[config.mk]
export PLATFORM = sky130hd
export DESIGN_NAME = fetch_unit
export DESIGN_NICKNAME = d
export VERILOG_FILES = /design/src/rtl/fetch_unit_pkg.sv /design/src/rtl/fetch_unit_if_id_reg.sv /design/src/rtl/fetch_unit.sv
export SDC_FILE = /design/constraint.sdc
export NUM_CORES = 1
export LEC_CHECK = 0
export ABC_AREA = 0
export ABC_CLOCK_PERIOD_IN_PS = 4300
export BUFFER_PORTS_ARGS = -buffer_cell sky130_fd_sc_hd__buf_2
export CORE_ASPECT_RATIO = 1.75
export CORE_MARGIN = 5
export CORE_UTILIZATION = 28
export CTS_CLUSTER_SIZE = 40
export DETAILED_ROUTE_END_ITERATION = 6
export GPL_TIMING_DRIVEN = 0
export MAX_ROUTING_LAYER = met4
export PLACE_DENSITY = 0.48
export RECOVER_POWER = 25
export SLEW_MARGIN = 20
export SYNTH_ARGS = -nofsm -noshare
export SYNTH_HDL_FRONTEND = slang
export SYNTH_HIERARCHICAL = 1
export SYNTH_SLANG_ARGS = --single-unit
[constraint.sdc]
create_clock -name clk -period 4.3 [get_ports clk]
set_input_delay 0.645 -clock clk [delete_from_list [all_inputs] [get_ports clk]]
set_output_delay 0.645 -clock clk [all_outputs]
set_load 0.02 [all_outputs]
[src/rtl/fetch_unit_pkg.sv]
// Shared definitions for the instruction-fetch stage and the hazard/control unit
// that steers it: reset defaults, next-PC select codes and IF/ID register controls.
package fetch_unit_pkg;

    localparam logic [31:0] RESET_PC_DEFAULT   = 32'h0000_0000;
    localparam logic [31:0] NOP_WORD_DEFAULT   = 32'h0000_0000;
    localparam int unsigned IMEM_BYTES_DEFAULT = 400;

    typedef enum logic [1:0] {
        PCSEL_SEQ  = 2'd0,
        PCSEL_BR   = 2'd1,
        PCSEL_JMP  = 2'd2,
        PCSEL_HOLD = 2'd3
    } pc_sel_e;

    typedef enum logic [1:0] {
        IFID_LOAD   = 2'd0,
        IFID_BUBBLE = 2'd1,
        IFID_HOLD   = 2'd2
    } ifid_ctl_e;

    // A PC is unusable if it is not word aligned or its word runs past the memory end.
    function automatic logic pc_is_bad(input logic [31:0] pc, input logic [31:0] last_word);
        return (pc[1:0] != 2'b00) || (pc > last_word);
    endfunction

endpackage

[src/rtl/fetch_unit_if_id_reg.sv]
// IF/ID pipeline register: loads a fetched word with its PC+4, inserts a bubble
// (pc4 kept), or holds its contents.
module if_id_reg
    import fetch_unit_pkg::*;
#(
    parameter logic [31:0] NOP_WORD = NOP_WORD_DEFAULT
) (
    input  logic        clk,
    input  logic        rst,
    input  ifid_ctl_e   ctl,
    input  logic [31:0] fetched_instr,
    input  logic [31:0] fetched_pc4,
    output logic [31:0] instr,
    output logic [31:0] pc4,
    output logic        valid
);

    // NOTE: state is updated only with non-blocking assignments so every flop
    // samples the pre-edge values of its neighbours, matching real hardware.
    always_ff @(posedge clk) begin
        if (rst) begin
            instr <= NOP_WORD;
            pc4   <= 32'h0000_0000;
            valid <= 1'b0;
        end else begin
            case (ctl)
                IFID_LOAD: begin
                    instr <= fetched_instr;
                    pc4   <= fetched_pc4;
                    valid <= 1'b1;
                end
                IFID_BUBBLE: begin
                    instr <= NOP_WORD;
                    valid <= 1'b0;
                end
                default: ;
            endcase
        end
    end

endmodule

[src/rtl/fetch_unit.sv]
// Instruction-fetch stage: owns the PC, presents it to instruction memory, and
// registers the returned word into IF/ID with redirect, stall, flush and fault handling.
module fetch_unit
    import fetch_unit_pkg::*;
#(
    parameter logic [31:0] RESET_PC   = RESET_PC_DEFAULT,
    parameter int unsigned IMEM_BYTES = IMEM_BYTES_DEFAULT,
    parameter logic [31:0] NOP_WORD   = NOP_WORD_DEFAULT,
    parameter logic [31:0] CNT_RESET  = 32'h0000_0000
) (
    input  logic        clk,
    input  logic        rst,
    input  logic        stall,
    input  logic        flush,
    input  logic        br_take,
    input  logic [31:0] br_target,
    input  logic        jmp_take,
    input  logic [31:0] jmp_target,
    output logic [31:0] imem_addr,
    input  logic [31:0] imem_data,
    output logic [31:0] ifid_instr,
    output logic [31:0] ifid_pc4,
    output logic        ifid_valid,
    output logic [31:0] fetch_cnt,
    output logic        fault
);

    localparam logic [31:0] LAST_WORD = 32'(IMEM_BYTES - 4);

    logic [31:0] pc_q;
    logic [31:0] pc_next;
    logic [31:0] pc_plus4;
    logic [31:0] cnt_q;
    logic        fault_q;
    logic        fault_set;
    logic        cnt_inc;
    logic        pc_bad;
    pc_sel_e     pc_sel;
    ifid_ctl_e   ifid_ctl;

    assign pc_plus4  = pc_q + 32'd4;
    assign pc_bad    = pc_is_bad(pc_q, LAST_WORD);
    assign imem_addr = pc_q;
    assign fetch_cnt = cnt_q;
    assign fault     = fault_q;

    // A latched fault outranks redirects; a fresh fault only loses to a redirect.
    always_comb begin
        // NOTE: every output of this block gets a default first, so no path
        // leaves a signal unassigned and no latch is inferred.
        pc_sel    = PCSEL_SEQ;
        ifid_ctl  = IFID_LOAD;
        cnt_inc   = 1'b0;
        fault_set = 1'b0;
        if (fault_q) begin
            pc_sel   = PCSEL_HOLD;
            ifid_ctl = IFID_BUBBLE;
        end else if (jmp_take) begin
            pc_sel   = PCSEL_JMP;
            ifid_ctl = IFID_BUBBLE;
        end else if (br_take) begin
            pc_sel   = PCSEL_BR;
            ifid_ctl = IFID_BUBBLE;
        end else if (pc_bad) begin
            pc_sel    = PCSEL_HOLD;
            ifid_ctl  = IFID_BUBBLE;
            fault_set = 1'b1;
        end else if (stall) begin
            pc_sel   = PCSEL_HOLD;
            ifid_ctl = flush ? IFID_BUBBLE : IFID_HOLD;
        end else if (flush) begin
            pc_sel   = PCSEL_SEQ;
            ifid_ctl = IFID_BUBBLE;
        end else begin
            pc_sel   = PCSEL_SEQ;
            ifid_ctl = IFID_LOAD;
            cnt_inc  = 1'b1;
        end
    end

    always_comb begin
        pc_next = pc_plus4;
        case (pc_sel)
            PCSEL_SEQ:  pc_next = pc_plus4;
            PCSEL_BR:   pc_next = br_target;
            PCSEL_JMP:  pc_next = jmp_target;
            PCSEL_HOLD: pc_next = pc_q;
            default:    pc_next = pc_q;
        endcase
    end

    always_ff @(posedge clk) begin
        if (rst) begin
            pc_q    <= RESET_PC;
            cnt_q   <= CNT_RESET;
            fault_q <= 1'b0;
        end else begin
            pc_q <= pc_next;
            if (cnt_inc) begin
                cnt_q <= cnt_q + 32'd1;
            end
            if (fault_set) begin
                fault_q <= 1'b1;
            end
        end
    end

    if_id_reg #(
        .NOP_WORD(NOP_WORD)
    ) u_if_id_reg (
        .clk          (clk),
        .rst          (rst),
        .ctl          (ifid_ctl),
        .fetched_instr(imem_data),
        .fetched_pc4  (pc_plus4),
        .instr        (ifid_instr),
        .pc4          (ifid_pc4),
        .valid        (ifid_valid)
    );

endmodule

# Word level (Yosys, flattened, before mapping)
# Index checks and enable logic that the tools add are counted.
# W data, S select, Z words.
# totals
ff_bits	130
in_bits	102
elab_cells	43
out_inout_bits	130
# op_classes
eq_ne	4
magnitude_cmp	1
n_mux	25
n_addsub	2
n_reduce_logical	5
# op_table
op	count
$pmux W32 S3	1
$pmux W32 S2	1
$add A32 B1 Y32 const B	1
$add A32 B3 Y32 const B	1
$gt A32 B9 Y1 const B	1
$mux W2	11
$mux W1	11
$eq A2 B1 Y1 const B	2
$eq A2 B2 Y1 const B	2
$logic_not A2 Y1	2
$reduce_bool A2 Y1	2
$pmux W1 S2	1
$logic_or A1 B1 Y1	1

# Logic depth before layout (Yosys ltp)
# Gate-level depths: netlist of the first run.
# depth
ltp_word	8
ltp_mapped	12
mapped_depth_nobuf	8

# Modules after synthesis
# The synthesis of the first run kept the hierarchy.
# by_module_without_submodules
mod	cells_per_inst	n_inst	seq_area_each_um2	area_each_um2
fetch_unit	466	1	1301.2	3769.9
if_id_reg	292	1	1301.2	2859.0

# Worst setup path after synthesis of the first run
# OpenSTA, ideal clock, no wires.
# synth_timing
kind	flip-flop to flip-flop
start	reg pc_q[4], in the netlist imem_addr[4]
end	reg u_if_id_reg.instr[10]
slack_ps	1421
setup_time_ps	126
arrival_ps	2753
synth_period_minus_slack_ps	2879
path_stages_with_launch	12
path_cell_list	dfxtp_1 > buf_2 > o311a_1 > or3_1 > clkbuf_1 > or3b_2 > nor2_1 > buf_6 > or2_1 > buf_2 > buf_6 > o22ai_2
# synth_between
elab_chain_cells	8
elab_cells_between_ends	10
classes_between	1 x order compare; 1 x eq/ne; 5 x mux; 3 x reduce/logical
# synth_rtl
item	line	text
start: declaration	fetch_unit.sv:30	logic [31:0] pc_q;
start signal: assignment	fetch_unit.sv:98	pc_q <= pc_next;
$gt A32 B9 Y1 *	fetch_unit_pkg.sv:24	return (pc[1:0] != 2'b00) || (pc > last_word);
$logic_or A1 B1 Y1 *	fetch_unit_pkg.sv:24	
$mux W2 *	fetch_unit.sv:64	end else if (pc_bad) begin
$mux W2 *	fetch_unit.sv:61	end else if (br_take) begin
$mux W2 *	fetch_unit.sv:58	end else if (jmp_take) begin
$mux W2 *	fetch_unit.sv:55	if (fault_q) begin
named net ifid_ctl[0]	fetch_unit.sv:39	ifid_ctl_e ifid_ctl;
$eq A2 B1 Y1 / $logic_not A2 Y1 (equally long branches)	fetch_unit_if_id_reg.sv:26	case (ctl)
$pmux W32 S2 / $reduce_bool A2 Y1 (equally long branches)	-	
end signal: assignment	fetch_unit_if_id_reg.sv:28	instr <= fetched_instr;
end: declaration	fetch_unit_if_id_reg.sv:13	output logic [31:0] instr,
# Mark *: on every way through the listed nets, which the timed path passes. The rest lies on a longest branch.
# A chain may end at the register's enable or synchronous reset.

# Worst setup path in the final report of the first run
# layout_timing
start	reg pc_q[13], in the netlist imem_addr[13]
end	reg u_if_id_reg.pc4[22]
# layout_between
elab_chain_cells	7
elab_cells_between_ends	8
classes_between	1 x add/sub; 1 x order compare; 4 x mux; 2 x reduce/logical
# layout_rtl
item	line	text
$gt A32 B9 Y1	fetch_unit_pkg.sv:24	
$logic_or A1 B1 Y1	fetch_unit_pkg.sv:24	
$mux W2	fetch_unit.sv:64	
$mux W2	fetch_unit.sv:61	
$mux W2	fetch_unit.sv:58	
$mux W2	fetch_unit.sv:55	
named net ifid_ctl[0]	fetch_unit.sv:39	
$logic_not A2 Y1	fetch_unit_if_id_reg.sv:26	
end signal: assignment	fetch_unit_if_id_reg.sv:29	pc4 <= fetched_pc4;
end: declaration	fetch_unit_if_id_reg.sv:14	output logic [31:0] pc4,
# The timed path passes the listed nets, and every way through them passes these cells.

==> flow_metrics.env, run 1 <==
export IMPL_yosysTopAreaCellShare=0.393
export IMPL_r2r_cells=10
export IMPL_slowest_delay_ns=0.57
export IMPL_hold_buffers=0
export IMPL_synthToLayoutAreaGrowth_pct=31.4
export IMPL_drtIter0Drc=216
export IMPL_dieArea_um2=27000
export IMPL_crit_top_cell="clkbuf_1"
export IMPL_finalSetupViolCount=0
export IMPL_crit_path_cell_trace="nor4_1 -> nand3_1 -> or3_1 -> clkbuf_1 -> or3b_2 -> nor2_1 -> buf_6 -> clkbuf_1 -> o21ai_0 -> a21oi_1"
export IMPL_synth_cell_type_count=50
export IMPL_dr_pass1_iters=7
export IMPL_fin_nets=1111
export IMPL_core_um2=23300
export IMPL_ys_ff_latch=130
export IMPL_grt_pass1_wl_mm=37.8
export IMPL_dp_hpwl_mm=19.5
export IMPL_die_h_um=214
export IMPL_dpl_worst_slack_ns=0.797
export IMPL_fp_row_count=74
export IMPL_ios=232
export IMPL_overflow=0
export IMPL_ys_flop_type="dfxtp_1"
export IMPL_layout_cells_most_common="buf_2"
export IMPL_grtUsageTotal=0.184
export IMPL_clk_path_buf_depth=2
export IMPL_fin_ws_ns=0.836
export IMPL_syn_inst=758
export IMPL_drtAntennaViolNets=0
export IMPL_drcViolationCount=0
export IMPL_synth_edff_count=0
export IMPL_min_period_over_period=0.806
export IMPL_hold_class="reg -> reg"
export IMPL_tightest_slew_ns=1.06
export IMPL_wire_per_inst_um=18.4
export IMPL_ir_worst_vdd_uv=250
export IMPL_hold_viol_final=0
export IMPL_cts_tree="yes"
export IMPL_start_kind="flop"
export IMPL_fin_worst_skew_ns=0.0124
export IMPL_rsz0062_at_grt="no"
export IMPL_grt_pass1_vias=6849
export IMPL_worstSkewPairLatency_ns=0.43
export IMPL_finalWirelength_mm=24.3
export IMPL_r2r_start="imem_addr[13]"
export IMPL_seq_area_frac_synth=0.393
export IMPL_outcome="complete, no violations"
export IMPL_cp_data_required_time_ns=4.66
export IMPL_syn_area_per_cell_um2=8.75
export IMPL_relSlewSlack=0.290
export IMPL_cts_setup_buffers=0
export IMPL_cts_clk_slew_worst_paths_ns=0.06
export IMPL_hp_start="u_if_id_reg/valid"
export IMPL_synth_area_leaders="dfxtp_1, o22ai_2, a21oi_1"
export IMPL_final_setup_tns_ns=0
export IMPL_p_per_area_nw_per_um2=361
export IMPL_fin_util=0.373
export IMPL_leakage_nw=3.24
export IMPL_synth_warnings=6
export IMPL_synth_fp_nets=862
export IMPL_instances_no_fill=1324
export IMPL_antenna_found_initial=0
export IMPL_arrival_ns=3.82
export IMPL_cp_top_family="simple AND/OR/NAND/NOR gates"
export IMPL_timing_fmax_mhz=289
export IMPL_n_antenna_cell=0
export IMPL_start_util=0.284
export IMPL_async_flop_share=0
export IMPL_drive_above_1_share=0.261
export IMPL_regToRegEndpoint="u_if_id_reg/pc4[22]"
export IMPL_reg2reg_slack_ns=0.84
export IMPL_path_class="reg -> reg"
export IMPL_crit_path_end_kind="flop"
export IMPL_min_path_cells=2
export IMPL_cp_max_fo=10
export IMPL_layout_min_cycle_time_ns=3.46
export IMPL_clock_tree_root_cell="clkbuf_16"
export IMPL_cts_buffers=17
export IMPL_layout_common_cells="buf_2, dfxtp_1, clkbuf_1"
export IMPL_drv_cap=0
export IMPL_total_power_mw=3.14
export IMPL_hold_path_endpoint="u_if_id_reg/valid"
export IMPL_synth_top_cell_by_area="dfxtp_1"
export IMPL_cts_sinks=130
export IMPL_io_buffers=230
export IMPL_grt_max_degree=17
export IMPL_syn_area_um2=6630
export IMPL_fp_dieW_um=126
export IMPL_vias_per_cell=4.89
export IMPL_globalplace_congestion=0.805
export IMPL_cp_num_buf_inv=3
export IMPL_dp_cells=1292
export IMPL_cts_resized=0
export IMPL_worst_path_max_delay_cell="or3b_2"
export IMPL_maxSlewViolCount=0
export IMPL_num_vias=6472
export IMPL_cts_max_level=4
## synthesized netlist by cell type (all sizes together) (2+ instances only)
master / instances
clkbuf: 39
a22oi: 25
and3: 4
xor2: 10
nand2b: 35
a2bb2oi: 2
a21oi: 64
xnor2: 21
o2bb2ai: 23
nand2: 65
nor3: 16
ha: 2
and2: 4
or4: 20
nand4: 13
inv: 15
or2: 4
nor2b: 3
nor4b: 2
o21ai: 44
nor2: 33
and4: 10
o31ai: 18
or3: 11
dfxtp: 130
o22ai: 33
a211o: 2
nand3: 23
a221oi: 2
buf: 29
or4b: 2
mux2: 2
or3b: 33
nor4: 12
## stage by stage
step	hold slack, ns	cell area, um2
2_1_floorplan	0.498	6630
3_3_place_gp	0.448	8160
3_5_place_dp	0.453	8160
4_1_cts	0.461	8790
5_1_grt	0.483	8710
6_report	0.459	8710
## where the power goes
group          internal [mW]  switching (mW)  total [mW]
Combinational          0.127           0.185       0.312
Clock                   1.00           0.550        1.55
Sequential              1.23          0.0490        1.28
Total                   2.36           0.784        3.14
## registers in the layout, indices dropped and copies added (netlist names)
| signal | flops |
|---|---|
| fetch_cnt | 32 |
| fault | 1 |
| u_if_id_reg/pc4 | 32 |
| imem_addr | 32 |
| u_if_id_reg/valid | 1 |
| u_if_id_reg/instr | 32 |
## cell type report
| class | count | area, um2 |
|---|---|---|
| Fill cell | 2537 | 14600 |
| Multi-Input combinational cell | 545 | 3590 |
| Sequential cell | 130 | 2600 |
| Timing Repair Buffer | 230 | 1070 |
| Clock buffer | 23 | 508 |
| Tap cell | 304 | 380 |
| Buffer | 68 | 379 |
| Clock inverter | 9 | 125 |
| Inverter | 15 | 56.3 |
## cells by family (layout without fill, tap and decap cells)
logic type,after synthesis,count (layout),synth area share
multiplexers,3,3,0.00491
AND/OR/NAND/NOR,291,291,0.256
AO/OA/AOI/OAI,218,218,0.236
adder cells (fa/ha/maj),2,2,0.00377
XOR/XNOR,31,31,0.0410
flip-flops,130,130,0.393
buffers and inverters,83,345,0.0657
## tightest hold or removal path, delay by kind of cell, from the launching register on
family | cells | cell delay, ns
AOI/OAI and AO/OA | 1 | 0.05
and+or+nand+nor | 1 | 0.05
DFF | 1 | 0.31
## how the worst max path moves through the flow
stage,startpoint,end,slack [ns],cells past startpoint
floorplan,imem_addr[4],u_if_id_reg/instr[10],1.42,11
global placement,imem_addr[13],u_if_id_reg/pc4[8],0.80,10
detailed placement,imem_addr[27],u_if_id_reg/pc4[8],0.80,10
CTS,imem_addr[27],u_if_id_reg/pc4[8],0.77,10
global route,imem_addr[23],u_if_id_reg/pc4[15],0.50,10
finish,imem_addr[13],u_if_id_reg/pc4[22],0.84,10
## routing by layer
metal  part of all wire  vias up  routed length, um  track usage
li1                   -     3277                  -            -
met1               0.37     2996               9080        0.185
met2               0.57      177              13900        0.361
met3              0.038       22                919       0.0324
met4              0.016        0                393       0.0537
met5                  0        -                  0            -
Note: power is estimated with default switching activity, not from simulation.
==> run 2, diff against run 1 <==
--- a/config.mk
+++ b/config.mk
@@ -5,8 +5,8 @@
 export SDC_FILE = /design/constraint.sdc
 export NUM_CORES = 1
 export LEC_CHECK = 0
-export ABC_AREA = 0
-export ABC_CLOCK_PERIOD_IN_PS = 4300
+export ABC_AREA = 1
+export ABC_CLOCK_PERIOD_IN_PS = 2840
 export BUFFER_PORTS_ARGS = -buffer_cell sky130_fd_sc_hd__buf_2
 export CORE_ASPECT_RATIO = 1.75
 export CORE_MARGIN = 5
@@ -15,7 +15,7 @@
 export DETAILED_ROUTE_END_ITERATION = 6
 export GPL_TIMING_DRIVEN = 0
 export MAX_ROUTING_LAYER = met4
-export PLACE_DENSITY = 0.48
+export PLACE_DENSITY = 0.49
 export RECOVER_POWER = 25
 export SLEW_MARGIN = 20
 export SYNTH_ARGS = -nofsm -noshare
==> constraint.sdc (replaced) <==
create_clock -name clk -period 2.84 [get_ports clk]
set_input_delay 0.426 -clock clk [delete_from_list [all_inputs] [get_ports clk]]
set_output_delay 0.426 -clock clk [all_outputs]
set_load 0.02 [all_outputs]
==> flow_metrics.env, run 2 <==
export IMPL_outcome="complete, no violations"
export IMPL_cp_data_required_time_ns=3.19
export IMPL_yosysTopAreaCellShare=0.368
export IMPL_hold_viol_final=0
export IMPL_clock_tree_root_cell="clkbuf_16"
export IMPL_grt_max_degree=17
export IMPL_fp_dieW_um=130
export IMPL_arrival_ns=2.74
export IMPL_rsz0062_at_grt="no"
export IMPL_min_period_over_period=0.841
export IMPL_io_buffers=231
export IMPL_dieArea_um2=28600
export IMPL_synth_edff_count=0
export IMPL_drtIter0Drc=309
export IMPL_vias_per_cell=4.54
export IMPL_core_um2=25000
export IMPL_cts_resized=0
export IMPL_startpoint="imem_addr[23]"
export IMPL_ios=232
export IMPL_layout_cells_most_common="nand2_1"
export IMPL_ir_worst_vdd_uv=403
export IMPL_syn_inst=1065
export IMPL_leakage_nw=3.82
export IMPL_power_frac_clock=0.483
export IMPL_dpl_worst_slack_ns=0.456
export IMPL_tightest_slew_ns=0.637
export IMPL_finalWirelength_mm=26.4
export IMPL_die_h_um=220
export IMPL_syn_area_per_cell_um2=6.63
export IMPL_fin_worst_skew_ns=0.00948
export IMPL_syn_area_um2=7070
export IMPL_fin_ws_ns=0.452
export IMPL_maxSlewViolCount=0
export IMPL_cp_max_fo=10
export IMPL_antenna_found_initial=3
export IMPL_synth_top_cell_by_area="dfxtp_1"
export IMPL_layout_common_cells="nand2_1, buf_2, nor2_1"
export IMPL_grt_pass1_wl_mm=39.1
export IMPL_r2r_start="imem_addr[23]"
export IMPL_synth_cell_type_count=32
export IMPL_grtUsageTotal=0.185
export IMPL_hold_buffers=0
export IMPL_hold_class="in -> reg"
export IMPL_globalplace_congestion=0.972
export IMPL_async_flop_share=0
export IMPL_yosysMostFrequentCell="nand2_1"
export IMPL_p_int_mw=3.49
export IMPL_start_kind="flop"
export IMPL_cts_clk_slew_worst_paths_ns=0.06
export IMPL_fp_row_count=77
export IMPL_synth_fp_nets=1169
export IMPL_fin_nets=1419
export IMPL_drtAntennaViolNets=0
export IMPL_synthTopCellsByCount="nand2_1, nor2_1, dfxtp_1"
export IMPL_grt_pass1_vias=7221
export IMPL_layout_min_cycle_time_ns=2.39
export IMPL_cts_max_level=4
export IMPL_num_vias=7470
export IMPL_drive_above_1_share=0.197
export IMPL_synth_warnings=6
export IMPL_combinationalPowerShare=0.112
export IMPL_dp_cells=1612
export IMPL_ys_flop_type="dfxtp_1"
export IMPL_overflow=0
export IMPL_start_util=0.282
export IMPL_cts_buffers=17
export IMPL_hold_slack_ns=0.237
export IMPL_ys_ff_latch=130
export IMPL_timing_fmax_mhz=419
export IMPL_nFillCells=2865
export IMPL_synth_area_leaders="dfxtp_1, nand2_1, nor2_1"
export IMPL_sw_frac_of_total=0.267
export IMPL_clk_path_buf_depth=2
export IMPL_cts_setup_buffers=0
export IMPL_dp_hpwl_mm=21.5
export IMPL_p_per_area_nw_per_um2=521
export IMPL_instances_no_fill=1647
export IMPL_synthToLayoutAreaGrowth_pct=29.6
export IMPL_cts_sinks=130
export IMPL_worstSkewPairLatency_ns=0.43
export IMPL_power_frac_seq=0.405
export IMPL_final_setup_tns_ns=0
export IMPL_cts_tree="yes"
export IMPL_dr_pass1_iters=5
export IMPL_crit_path_end_kind="flop"
export IMPL_hp_start="imem_data[28]"
export IMPL_drcViolationCount=0
export IMPL_drv_cap=0
export IMPL_p_sw_mw=1.27
export IMPL_seq_area_frac_synth=0.368
export IMPL_finalSetupViolCount=0
export IMPL_relSlewSlack=0.575
export IMPL_wire_per_inst_um=16.0
export IMPL_path_class="reg -> reg"
run 2: cell types whose count changed after synthesis, sizes merged, moves of 33 or more:
cell    delta
nand2b    -35
o22ai     -33
nand2    +262
inv       +86
nor2     +144
or3b      -33
nand3     +46
o21ai     -42
run 2: worst max-delay path, cell delays in order (launching register included):
cell	delay, ns
dfxtp_1	0.31
buf_2	0.18
or2_0	0.24
nor2_1	0.13
nand3_1	0.10
nor2_2	0.17
nand2_2	0.17
nor2_1	0.14
buf_4	0.20
clkbuf_1	0.40
nand2_1	0.10
a21oi_1	0.17
run 2: cells by family after synthesis:
| family | synth area share |
|---|---|
| and+or+nand+nor | 0.371 |
| adders and majority gates | 0.00354 |
| xor gates and xnor gates | 0.0583 |
| AOI/OAI and AO/OA | 0.102 |
| buffers and inverters | 0.0967 |
| DFF | 0.368 |
run 2: path summary, 6_finish.rpt:
path                                         endpoint  slack, ns  cells after the start
worst max-delay path            u_if_id_reg/instr[17]       0.45                     11
worst max register to register  u_if_id_reg/instr[17]       0.45                     11
worst min-delay path            u_if_id_reg/instr[28]       0.24                      3
worst min register to register  u_if_id_reg/instr[10]       0.45                      2
run 2: metal layers:
layer	global-route usage	up-vias	share of wire	wire (um)
li1	-	3856	-	-
met1	0.180	3344	0.37	9730
met2	0.347	222	0.54	14300
met3	0.0372	48	0.057	1500
met4	0.0825	0	0.033	882
met5	-	-	0	0
run 2: final cells by class:
type | count | area [um2] | area share
buffer | 54 | 300 | 0.0328
sequential | 130 | 2600 | 0.284
inverter | 102 | 383 | 0.0418
tap | 316 | 395 | 0.0432
clock buffer | 20 | 457 | 0.0499
timing repair buffer | 231 | 1070 | 0.117
antenna | 3 | 7.51 | 0.000820
clock inverter | 12 | 156 | 0.0171
multi-input combinational | 779 | 3780 | 0.413
run 2: per-stage QoR:
step	utilization	power, mW	cell area, um2
final	0.366	4.77	9160
after CTS	0.368	4.85	9230
after global placement	0.344	2.51	8620
after global routing	0.366	4.96	9160
after floorplan	-	2.28	7070
after detailed placement	0.344	2.52	8620
run 2: power by group through the flow:
stage	combinational [mW]	sequential (mW)	clock (mW)
5_1_grt	0.593	1.94	2.43
2_1_floorplan	0.283	1.99	0
4_1_cts	0.545	1.93	2.37
3_5_place_dp	0.544	1.97	0
3_3_place_gp	0.543	1.97	0
6_report	0.534	1.93	2.30
==> run 3, diff against run 2 <==
--- a/config.mk
+++ b/config.mk
@@ -5,8 +5,8 @@
 export SDC_FILE = /design/constraint.sdc
 export NUM_CORES = 1
 export LEC_CHECK = 0
-export ABC_AREA = 1
-export ABC_CLOCK_PERIOD_IN_PS = 2840
+export ABC_AREA = 0
+export ABC_CLOCK_PERIOD_IN_PS = 1900
 export BUFFER_PORTS_ARGS = -buffer_cell sky130_fd_sc_hd__buf_2
 export CORE_ASPECT_RATIO = 1.75
 export CORE_MARGIN = 5
@@ -15,7 +15,7 @@
 export DETAILED_ROUTE_END_ITERATION = 6
 export GPL_TIMING_DRIVEN = 0
 export MAX_ROUTING_LAYER = met4
-export PLACE_DENSITY = 0.49
+export PLACE_DENSITY = 0.5
 export RECOVER_POWER = 25
 export SLEW_MARGIN = 20
 export SYNTH_ARGS = -nofsm -noshare
==> constraint.sdc (replaced) <==
create_clock -name clk -period 1.9 [get_ports clk]
set_input_delay 0.285 -clock clk [delete_from_list [all_inputs] [get_ports clk]]
set_output_delay 0.285 -clock clk [all_outputs]
set_load 0.02 [all_outputs]
==> flow_metrics.env, run 3 (synthesis gave the netlist of run 1 again) <==
export IMPL_hold_class="in -> reg"
export IMPL_dp_cells=1292
export IMPL_worst_path_max_delay_cell="or3_4"
export IMPL_combinationalPowerShare=0.124
export IMPL_power_frac_seq=0.408
export IMPL_relSlewSlack=0.549
export IMPL_finalSetupViolCount=125
export IMPL_cp_top_family="simple AND/OR/NAND/NOR gates"
export IMPL_maxSlewViolCount=0
export IMPL_fin_ws_ns=-0.875
export IMPL_arrival_ns=3.14
export IMPL_hold_viol_final=0
export IMPL_clock_tree_root_cell="clkbuf_16"
export IMPL_p_sw_mw=1.86
export IMPL_placed_area_um2=8340
export IMPL_cts_max_level=4
export IMPL_sw_frac_of_total=0.260
export IMPL_grtUsageTotal=0.193
export IMPL_globalplace_congestion=0.804
export IMPL_crit_path_end_kind="flop"
export IMPL_wire_per_inst_um=19.1
export IMPL_grt_max_degree=17
export IMPL_drtIter0Drc=201
export IMPL_cts_tree="yes"
export IMPL_fp_dieW_um=126
export IMPL_layout_cells_most_common="buf_2"
export IMPL_timing_fmax_mhz=360
export IMPL_drcViolationCount=0
export IMPL_drv_cap=0
export IMPL_num_vias=6856
export IMPL_layout_min_cycle_time_ns=2.77
export IMPL_outcome="finished with violations"
export IMPL_min_period_over_period=1.46
export IMPL_start_kind="flop"
export IMPL_vias_per_cell=5.05
export IMPL_dieArea_um2=27000
export IMPL_worstSkewPairLatency_ns=0.44
export IMPL_final_setup_tns_ns=-73.90
export IMPL_core_um2=23300
export IMPL_synthToLayoutAreaGrowth_pct=48.6
export IMPL_crit_path_cell_trace="nor4_4 -> nand4_4 -> or3_4 -> clkbuf_16 -> or3b_4 -> buf_8 -> buf_6 -> or3b_1 -> a21oi_1"
export IMPL_leakage_nw=3.80
export IMPL_fin_worst_skew_ns=0.00838
export IMPL_drtAntennaViolNets=0
export IMPL_nFillCells=2439
export IMPL_cp_num_buf_inv=3
export IMPL_total_power_mw=7.13
export IMPL_die_h_um=214
export IMPL_grt_pass1_vias=7072
export IMPL_rsz0062_at_grt="yes"
export IMPL_io_buffers=230
export IMPL_dr_pass1_iters=6
export IMPL_cts_buffers=17
export IMPL_drive_above_1_share=0.418
export IMPL_power_frac_clock=0.468
export IMPL_cts_clk_slew_worst_paths_ns=0.06
export IMPL_overflow=0
export IMPL_clk_path_buf_depth=2
export IMPL_antenna_found_initial=0
export IMPL_instances_no_fill=1357
export IMPL_fin_nets=1144
export IMPL_path_class="reg -> reg"
export IMPL_fp_row_count=74
export IMPL_cp_max_fo=10
export IMPL_n_antenna_cell=0
export IMPL_cp_data_required_time_ns=2.26
export IMPL_cts_sinks=130
export IMPL_violations="setup timing"
export IMPL_postLayoutCellArea_um2=9850
export IMPL_reg2reg_slack_ns=-0.87
export IMPL_dp_hpwl_mm=19.4
export IMPL_p_per_area_nw_per_um2=724
export IMPL_start_util=0.284
export IMPL_p_int_mw=5.28
export IMPL_ios=232
export IMPL_layout_common_cells="buf_2, dfxtp_1, nand2_1"
export IMPL_ir_worst_vdd_uv=588
export IMPL_grt_pass1_wl_mm=39.0
export IMPL_finalWirelength_mm=26.0
export IMPL_slowest_delay_ns=0.41
export IMPL_tightest_slew_ns=0.674
export IMPL_dpl_worst_slack_ns=-1.25
## run 3: per-stage QoR
stage	util	hold slack, ns
detailed placement	0.357	0.454
global route	0.422	0.106
finish	0.422	0.118
global placement	0.357	0.453
CTS	0.405	0.0901
floorplan	-	0.437
## run 3: power groups by stage
stage	clock network (mW)	logic (mW)	registers, mW
2_1_floorplan	0	0.368	2.99
3_3_place_gp	0	0.738	2.97
3_5_place_dp	0	0.739	2.97
4_1_cts	3.43	0.848	2.91
5_1_grt	3.55	0.950	2.92
6_report	3.34	0.881	2.91
## run 3: final cells by class
| type | count | area [um2] | share of cell area |
|---|---|---|---|
| Multi-Input combinational cell | 545 | 4100 | 0.416 |
| Sequential cell | 130 | 2640 | 0.268 |
| Timing Repair Buffer | 263 | 1490 | 0.151 |
| Buffer | 68 | 594 | 0.0603 |
| Clock buffer | 28 | 517 | 0.0525 |
| Tap cell | 304 | 380 | 0.0386 |
| Clock inverter | 4 | 70.1 | 0.00711 |
| Inverter | 15 | 56.3 | 0.00572 |
## run 3: metal layers
metal / vias to the layer above / global-route usage / wire, um / share of wire
met5: - / - / 0 / 0
met4: 0 / 0.0811 / 750 / 0.029
met3: 42 / 0.0434 / 1110 / 0.043
met2: 201 / 0.363 / 14600 / 0.56
met1: 3258 / 0.188 / 9560 / 0.37
li1: 3355 / - / - / -
## run 3: worst register-to-register path, stage by stage, from the launching register on
cell	delay [ns]
dfxtp_2	0.38
nor4_4	0.37
nand4_4	0.16
or3_4	0.42
clkbuf_16	0.15
or3b_4	0.41
buf_8	0.16
buf_6	0.14
or3b_1	0.38
a21oi_1	0.14
## run 3: worst paths after layout
| check | depth (start not counted) | end | from |
|---|---|---|---|
| setup / recovery | 9 | u_if_id_reg/pc4[15] | imem_addr[28] |
| hold / removal | 3 | u_if_id_reg/instr[18] | imem_data[18] |
| setup reg to reg | 9 | u_if_id_reg/pc4[15] | imem_addr[28] |
| hold reg to reg | 2 | u_if_id_reg/valid | u_if_id_reg/valid |
## run 3: timing repair
action                                 CTS  global route
setup buffers                           20             5
pin swaps                               13            17
resized for setup                       85           109
endpoints found under the hold margin    0             0
hold buffers                             0             0
setup endpoints to repair              126           127
cloned                                   6             2
